--- src/rtl/seq_shift_add_multiplier.sv ---
// seq_shift_add_multiplier
//   Iterative WIDTH x WIDTH multiplier. Each clock does one partial-product
//   add-and-shift step, so a 2*WIDTH product takes WIDTH cycles.
//
//   Handshake: a transfer happens on a rising edge where valid and ready are
//   both high. in_ready is high only in IDLE, and out_valid is high only in
//   DONE. in_valid is ignored in every other state. product is held stable
//   while out_valid=1 and out_ready=0.
//
//   Optional feature: define SEQ_MUL_SIGNED_EN for two's-complement operands.
//   This uses radix-2 Booth recoding and an arithmetic shift. The default
//   build (macro undefined) is an unsigned shift-add multiplier with no
//   Booth logic.
module seq_shift_add_multiplier #(
    parameter int WIDTH = 16
) (
    input  logic                 clk,
    input  logic                 rst_n,
    input  logic                 in_valid,
    output logic                 in_ready,
    input  logic [WIDTH-1:0]     a,
    input  logic [WIDTH-1:0]     b,
    output logic                 out_valid,
    input  logic                 out_ready,
    output logic [2*WIDTH-1:0]   product
);

    localparam int CW = $clog2(WIDTH + 1);

    typedef enum logic [1:0] {
        IDLE = 2'd0,
        RUN  = 2'd1,
        DONE = 2'd2
    } state_t;

    state_t               state;
    state_t               state_nx;

    logic [WIDTH-1:0]     mcand;
    logic [2*WIDTH-1:0]   acc;
    logic [2*WIDTH-1:0]   acc_nx;
    logic [CW-1:0]        count;
    logic                 last_step;

    // (WIDTH+1)-bit ripple adder operands; the top bit keeps the carry (or sign)
    logic [WIDTH:0]       add_x;
    logic [WIDTH:0]       add_y;
    logic [WIDTH:0]       add_s;
    logic                 add_cin;
    logic [WIDTH+1:0]     carry;

    assign last_step = (count == CW'(1));

`ifdef SEQ_MUL_SIGNED_EN
    // Booth history bit: the multiplier bit shifted out on the previous step
    logic                 booth_q;
    logic [1:0]           booth_pair;

    assign booth_pair = {acc[0], booth_q};

    // Booth recoding: 01 adds mcand, 10 subtracts it (invert plus carry-in)
    always_comb begin
        add_x   = {acc[2*WIDTH-1], acc[2*WIDTH-1:WIDTH]};
        add_y   = '0;
        add_cin = 1'b0;
        case (booth_pair)
            2'b01: begin
                add_y   = {mcand[WIDTH-1], mcand};
                add_cin = 1'b0;
            end
            2'b10: begin
                add_y   = ~{mcand[WIDTH-1], mcand};
                add_cin = 1'b1;
            end
            default: begin
                add_y   = '0;
                add_cin = 1'b0;
            end
        endcase
    end
`else
    // Unsigned step: add mcand into the high half when the current multiplier bit is 1
    always_comb begin
        add_x   = {1'b0, acc[2*WIDTH-1:WIDTH]};
        add_y   = acc[0] ? {1'b0, mcand} : '0;
        add_cin = 1'b0;
    end
`endif

    // Gate-level full-adder ripple chain
    always_comb begin
        carry    = '0;
        add_s    = '0;
        carry[0] = add_cin;
        for (int i = 0; i <= WIDTH; i++) begin
            add_s[i]     = add_x[i] ^ add_y[i] ^ carry[i];
            carry[i + 1] = (add_x[i] & add_y[i]) | (carry[i] & (add_x[i] ^ add_y[i]));
        end
    end

    // Shift {sum, acc_low} right by one. The sum's top bit becomes the new
    // MSB, which gives a logical shift when unsigned and an arithmetic shift
    // when signed.
    assign acc_nx = {add_s, acc[WIDTH-1:1]};

    // State register
    always_ff @(posedge clk or negedge rst_n) begin
        if (!rst_n) begin
            state <= IDLE;
        end else begin
            state <= state_nx;
        end
    end

    // Next-state and handshake outputs
    always_comb begin
        state_nx  = state;
        in_ready  = 1'b0;
        out_valid = 1'b0;
        case (state)
            IDLE: begin
                in_ready = 1'b1;
                if (in_valid) begin
                    state_nx = RUN;
                end
            end
            RUN: begin
                if (last_step) begin
                    state_nx = DONE;
                end
            end
            DONE: begin
                out_valid = 1'b1;
                if (out_ready) begin
                    state_nx = IDLE;
                end
            end
            default: begin
                state_nx = IDLE;
            end
        endcase
    end

    // Datapath: load operands, iterate, and capture the product on entry to DONE
    always_ff @(posedge clk or negedge rst_n) begin
        if (!rst_n) begin
            mcand   <= '0;
            acc     <= '0;
            count   <= '0;
            product <= '0;
`ifdef SEQ_MUL_SIGNED_EN
            booth_q <= 1'b0;
`endif
        end else begin
            if (state == IDLE && in_valid) begin
                mcand   <= a;
                acc     <= {{WIDTH{1'b0}}, b};
                count   <= CW'(WIDTH);
`ifdef SEQ_MUL_SIGNED_EN
                booth_q <= 1'b0;
`endif
            end else if (state == RUN) begin
                acc   <= acc_nx;
                count <= count - CW'(1);
`ifdef SEQ_MUL_SIGNED_EN
                booth_q <= acc[0];
`endif
                if (last_step) begin
                    product <= acc_nx;
                end
            end
        end
    end

endmodule

--- config.mk ---
export PLATFORM = sky130hd
export DESIGN_NAME = seq_shift_add_multiplier
export DESIGN_NICKNAME = d
export VERILOG_FILES = /design/src/rtl/seq_shift_add_multiplier.sv
export SDC_FILE = /design/constraint.sdc
export NUM_CORES = 1
export LEC_CHECK = 0
export BUFFER_PORTS_ARGS = -buffer_cell sky130_fd_sc_hd__buf_2
export CELL_PAD_IN_SITES_DETAIL_PLACEMENT = 0
export CELL_PAD_IN_SITES_GLOBAL_PLACEMENT = 1
export CORE_MARGIN = 4
export CORE_UTILIZATION = 44
export DETAILED_ROUTE_END_ITERATION = 8
export PLACE_DENSITY_LB_ADDON = 0.08
export RECOVER_POWER = 25
export SLEW_MARGIN = 20
export SYNTH_ARGS = -nofsm -noshare
export SYNTH_HDL_FRONTEND = slang
export SYNTH_SLANG_ARGS = --single-unit
export TNS_END_PERCENT = 1
--- constraint.sdc ---
create_clock -name clk -period 7.65 [get_ports clk]
set_input_delay 1.53 -clock clk [delete_from_list [all_inputs] [get_ports clk]]
set_output_delay 1.53 -clock clk [all_outputs]
set_load 0.05 [all_outputs]
==> impl_metrics.py <==
metrics = {
    "run_status": {
        "outcome": "complete, but fails checks",
        "violations": "capacitance limit, slew limit",
    },
    "sta": {
        "fin_tns_setup_ns": 0,
        "period_needed_ns": 6.806,
        "tightest_slew_ns": 1.741,
        "slew_violations": 34,
        "maxSlewHeadroom_pct": -16.36,
        "rsz0062_at_grt": "no",
        "fin_crit_sh_pct": 88.97,
        "max_freq_mhz": 146.9,
        "finalHoldViolCount": 0,
        "setup_viol": 0,
        "skew_ns": 0.01438,
    },
    "cts": {
        "worstSkewPairLatency_ns": 0.35,
        "clk_pin_slew_worst_paths_ns": 0.09,
        "clockRootBuffer": "clkbuf_8",
        "clock-sinks": 87,
        "cts_tree": "done",
        "cts_hold_buf": 0,
        "cts_buffer_depth": 2,
        "htreeDepth": 3,
        "post-cts-setup-buffers": 0,
        "cts_buffers": 9,
        "cts_resized": 0,
    },
    "synth": {
        "ys_warn_count": 0,
        "synth_area_per_cell_um2": 12.16,
        "syn_area_um2": 3964,
        "syn_nets": 380,
        "ys_ff_latch": 87,
        "ys_types": 27,
        "syn_inst": 326,
        "ys_seq_area_share_pct": 54.92,
    },
    "critical_path": {
        "cp.arrival_ns": 6.99,
        "cp-end-kind": "flop",
        "path_cells": "buf_4 > nand2_1 > fa_1 > fa_1 > fa_1 > fa_1 > fa_1 > fa_1 > fa_1 > fa_1 > fa_1 > fa_1 > fa_1 > fa_1 > fa_1 > fa_1 > fa_1 > mux2i_1",
        "critPathSlowestCell": "fa_1",
        "critPathMaxFanout": 16,
        "critical_path.max_stage_delay_ns": 0.50,
        "path_class": "reg -> reg",
        "r2r_cells": 18,
        "reg2reg_from": "acc[0]",
        "r2r-end": "product[30]",
        "crit_top_cell": "fa_1",
        "reg2reg_slack_ns": 0.84,
        "required_ns": 7.83,
        "setup.worst_path.start_class": "flop",
        "cp-startpoint": "acc[0]",
    },
    "routing": {
        "drt_iter0_drc": 66,
        "drt-wirelength-per-cell_um": 14.93,
        "viasPerCell": 4.966,
        "dr.pass1.iters": 4,
        "final_antenna_net_count": 0,
        "drc": 0,
        "routed_wl_um": 7557,
        "dr_total_vias": 2513,
    },
    "hold_path": {
        "hold_class": "reg -> reg",
        "holdCritStartpoint": "count[4]",
        "holdPathStages": 1,
        "hold_end": "count[4]",
    },
    "global_routing": {
        "grt_max_degree": 61,
        "grt_first_pass_wirelength_um": 13170,
        "track_usage_pct": 16.12,
        "grt.overflow.total": 0,
        "grt_pass1_vias": 2669,
        "antenna_found_initial": 0,
    },
    "placed_design": {
        "port_buffers": 69,
        "place.gp.congestion": 0.7413,
        "dp_cells": 490,
        "dp_hpwl_um": 5128,
    },
    "floorplan": {
        "die_y_um": 102.9,
        "io_pins": 70,
        "fp-row-count": 34,
        "core_um2": 8763,
        "die-area_um2": 10590,
        "die_w_um": 102.9,
        "start_util_pct": 45.23,
    },
    "finish": {
        "drive_gt1_share_pct": 27.14,
        "nets": 447,
        "layoutNonFillerInstCount": 506,
        "area_growth_pct": 13.07,
        "final_util_pct": 51.14,
        "antennaDiodeCount": 0,
    },
    "pwr": {
        "peakVddDrop_v": 0.0001630,
        "p_per_area_nw_per_um2": 447.1,
        "cellLeakagePower_nw": 2.246,
    },
    "run": {
        "maxCapViolCount": 2,
    },
}
## critical path, delay by kind of cell, from the launching register on
family,cells,cell delay [ns]
fa+ha+maj,15,5.92
buf+inv,1,0.21
flops,1,0.34
mux,1,0.07
simple gates,1,0.10
## synth_stat cells
library cell	instances	area share, %
buf_6	2	0.57
nand2b_1	2	0.32
ha_1	3	0.95
buf_4	5	0.95
inv_1	35	3.3
clkbuf_1	5	0.47
a22oi_1	16	3.0
nor3b_4	1	0.47
o21bai_2	1	0.28
mux2_4	13	4.9
dfrtp_1	87	55
nand2_2	1	0.16
xnor2_1	1	0.22
nand2_1	66	6.3
mux2_2	19	5.4
o22ai_1	18	2.8
buf_2	6	0.76
fa_1	15	7.6
nor3_1	2	0.25
and2_1	1	0.16
nor2_1	2	0.19
o21bai_1	1	0.19
nor2b_1	1	0.16
nand3b_1	2	0.38
o21ai_0	3	0.38
nor4b_4	1	0.60
mux2i_1	17	4.3
## sequential cells by signal, indices dropped and copies added (netlist names)
signal	count
count	5
acc	32
state	2
mcand	16
product	32
## how the worst max path moves through the flow
stage                             end  slack [ns]  depth (start not counted)
after floorplan               acc[30]        0.71                         19
after global placement    product[30]        0.85                         18
after detailed placement      acc[30]        0.81                         18
after CTS                     acc[30]        0.81                         18
after global routing      product[30]        0.53                         18
final                     product[30]        0.84                         18
## cells by family (layout without fill, tap and decap cells)
group           after synthesis  in the layout  share of synthesized area (%)
flops                        87             87                          54.92
simple gates                 79             79                          8.933
buf+inv                      53            125                          6.061
mux                          49             49                          14.62
compound gates               39             39                          6.724
fa+ha+maj                    18             18                          8.523
xor+xnor                      1              1                         0.2210
## per-stage QoR
step                      worst slack, ns  hold slack (ns)  area (µm²)  total power [mW]
after global routing               0.5261           0.5214        4482             2.175
after CTS                          0.8058           0.5087        4557             2.073
after detailed placement           0.8086           0.4869        4375             1.769
after floorplan                    0.7067           0.4645        3964             1.530
final                              0.8435           0.4932        4482             2.004
after global placement             0.8549           0.4829        4375             1.749
## final cells by class
type / count / area [µm²]
inverters: 35 / 131.4
clock buffers: 10 / 137.6
multi-input cells: 186 / 1476
well taps: 108 / 135.1
fillers: 843 / 4282
clock inverters: 6 / 43.79
flip-flops and latches: 87 / 2177
repair buffers: 74 / 380.4
## layer usage
metal	GRT usage [%]	wire, µm
met5	0	0
met4	6.574	131
met3	3.654	339
met2	23.73	3414
met1	23.12	3672
## power breakdown
group          internal, mW  switching, mW  total (mW)
Combinational         0.337          0.586       0.923
Sequential            0.664          0.120       0.784
Clock                 0.128          0.169       0.297
## placed cells by master (no fill, tap or decap), types with 3 or more instances in the layout
master / synthesis / final
buf_4: 5 / 5
mux2i_1: 17 / 17
clkbuf_8: 0 / 10
o22ai_1: 18 / 18
a22oi_1: 16 / 16
buf_2: 6 / 67
ha_1: 3 / 3
fa_1: 15 / 15
dfrtp_1: 87 / 87
o21ai_0: 3 / 3
mux2_2: 19 / 19
mux2_1: 0 / 13
inv_1: 35 / 35
nand2_1: 66 / 67
No activity file was read; power rests on OpenSTA's default activity.
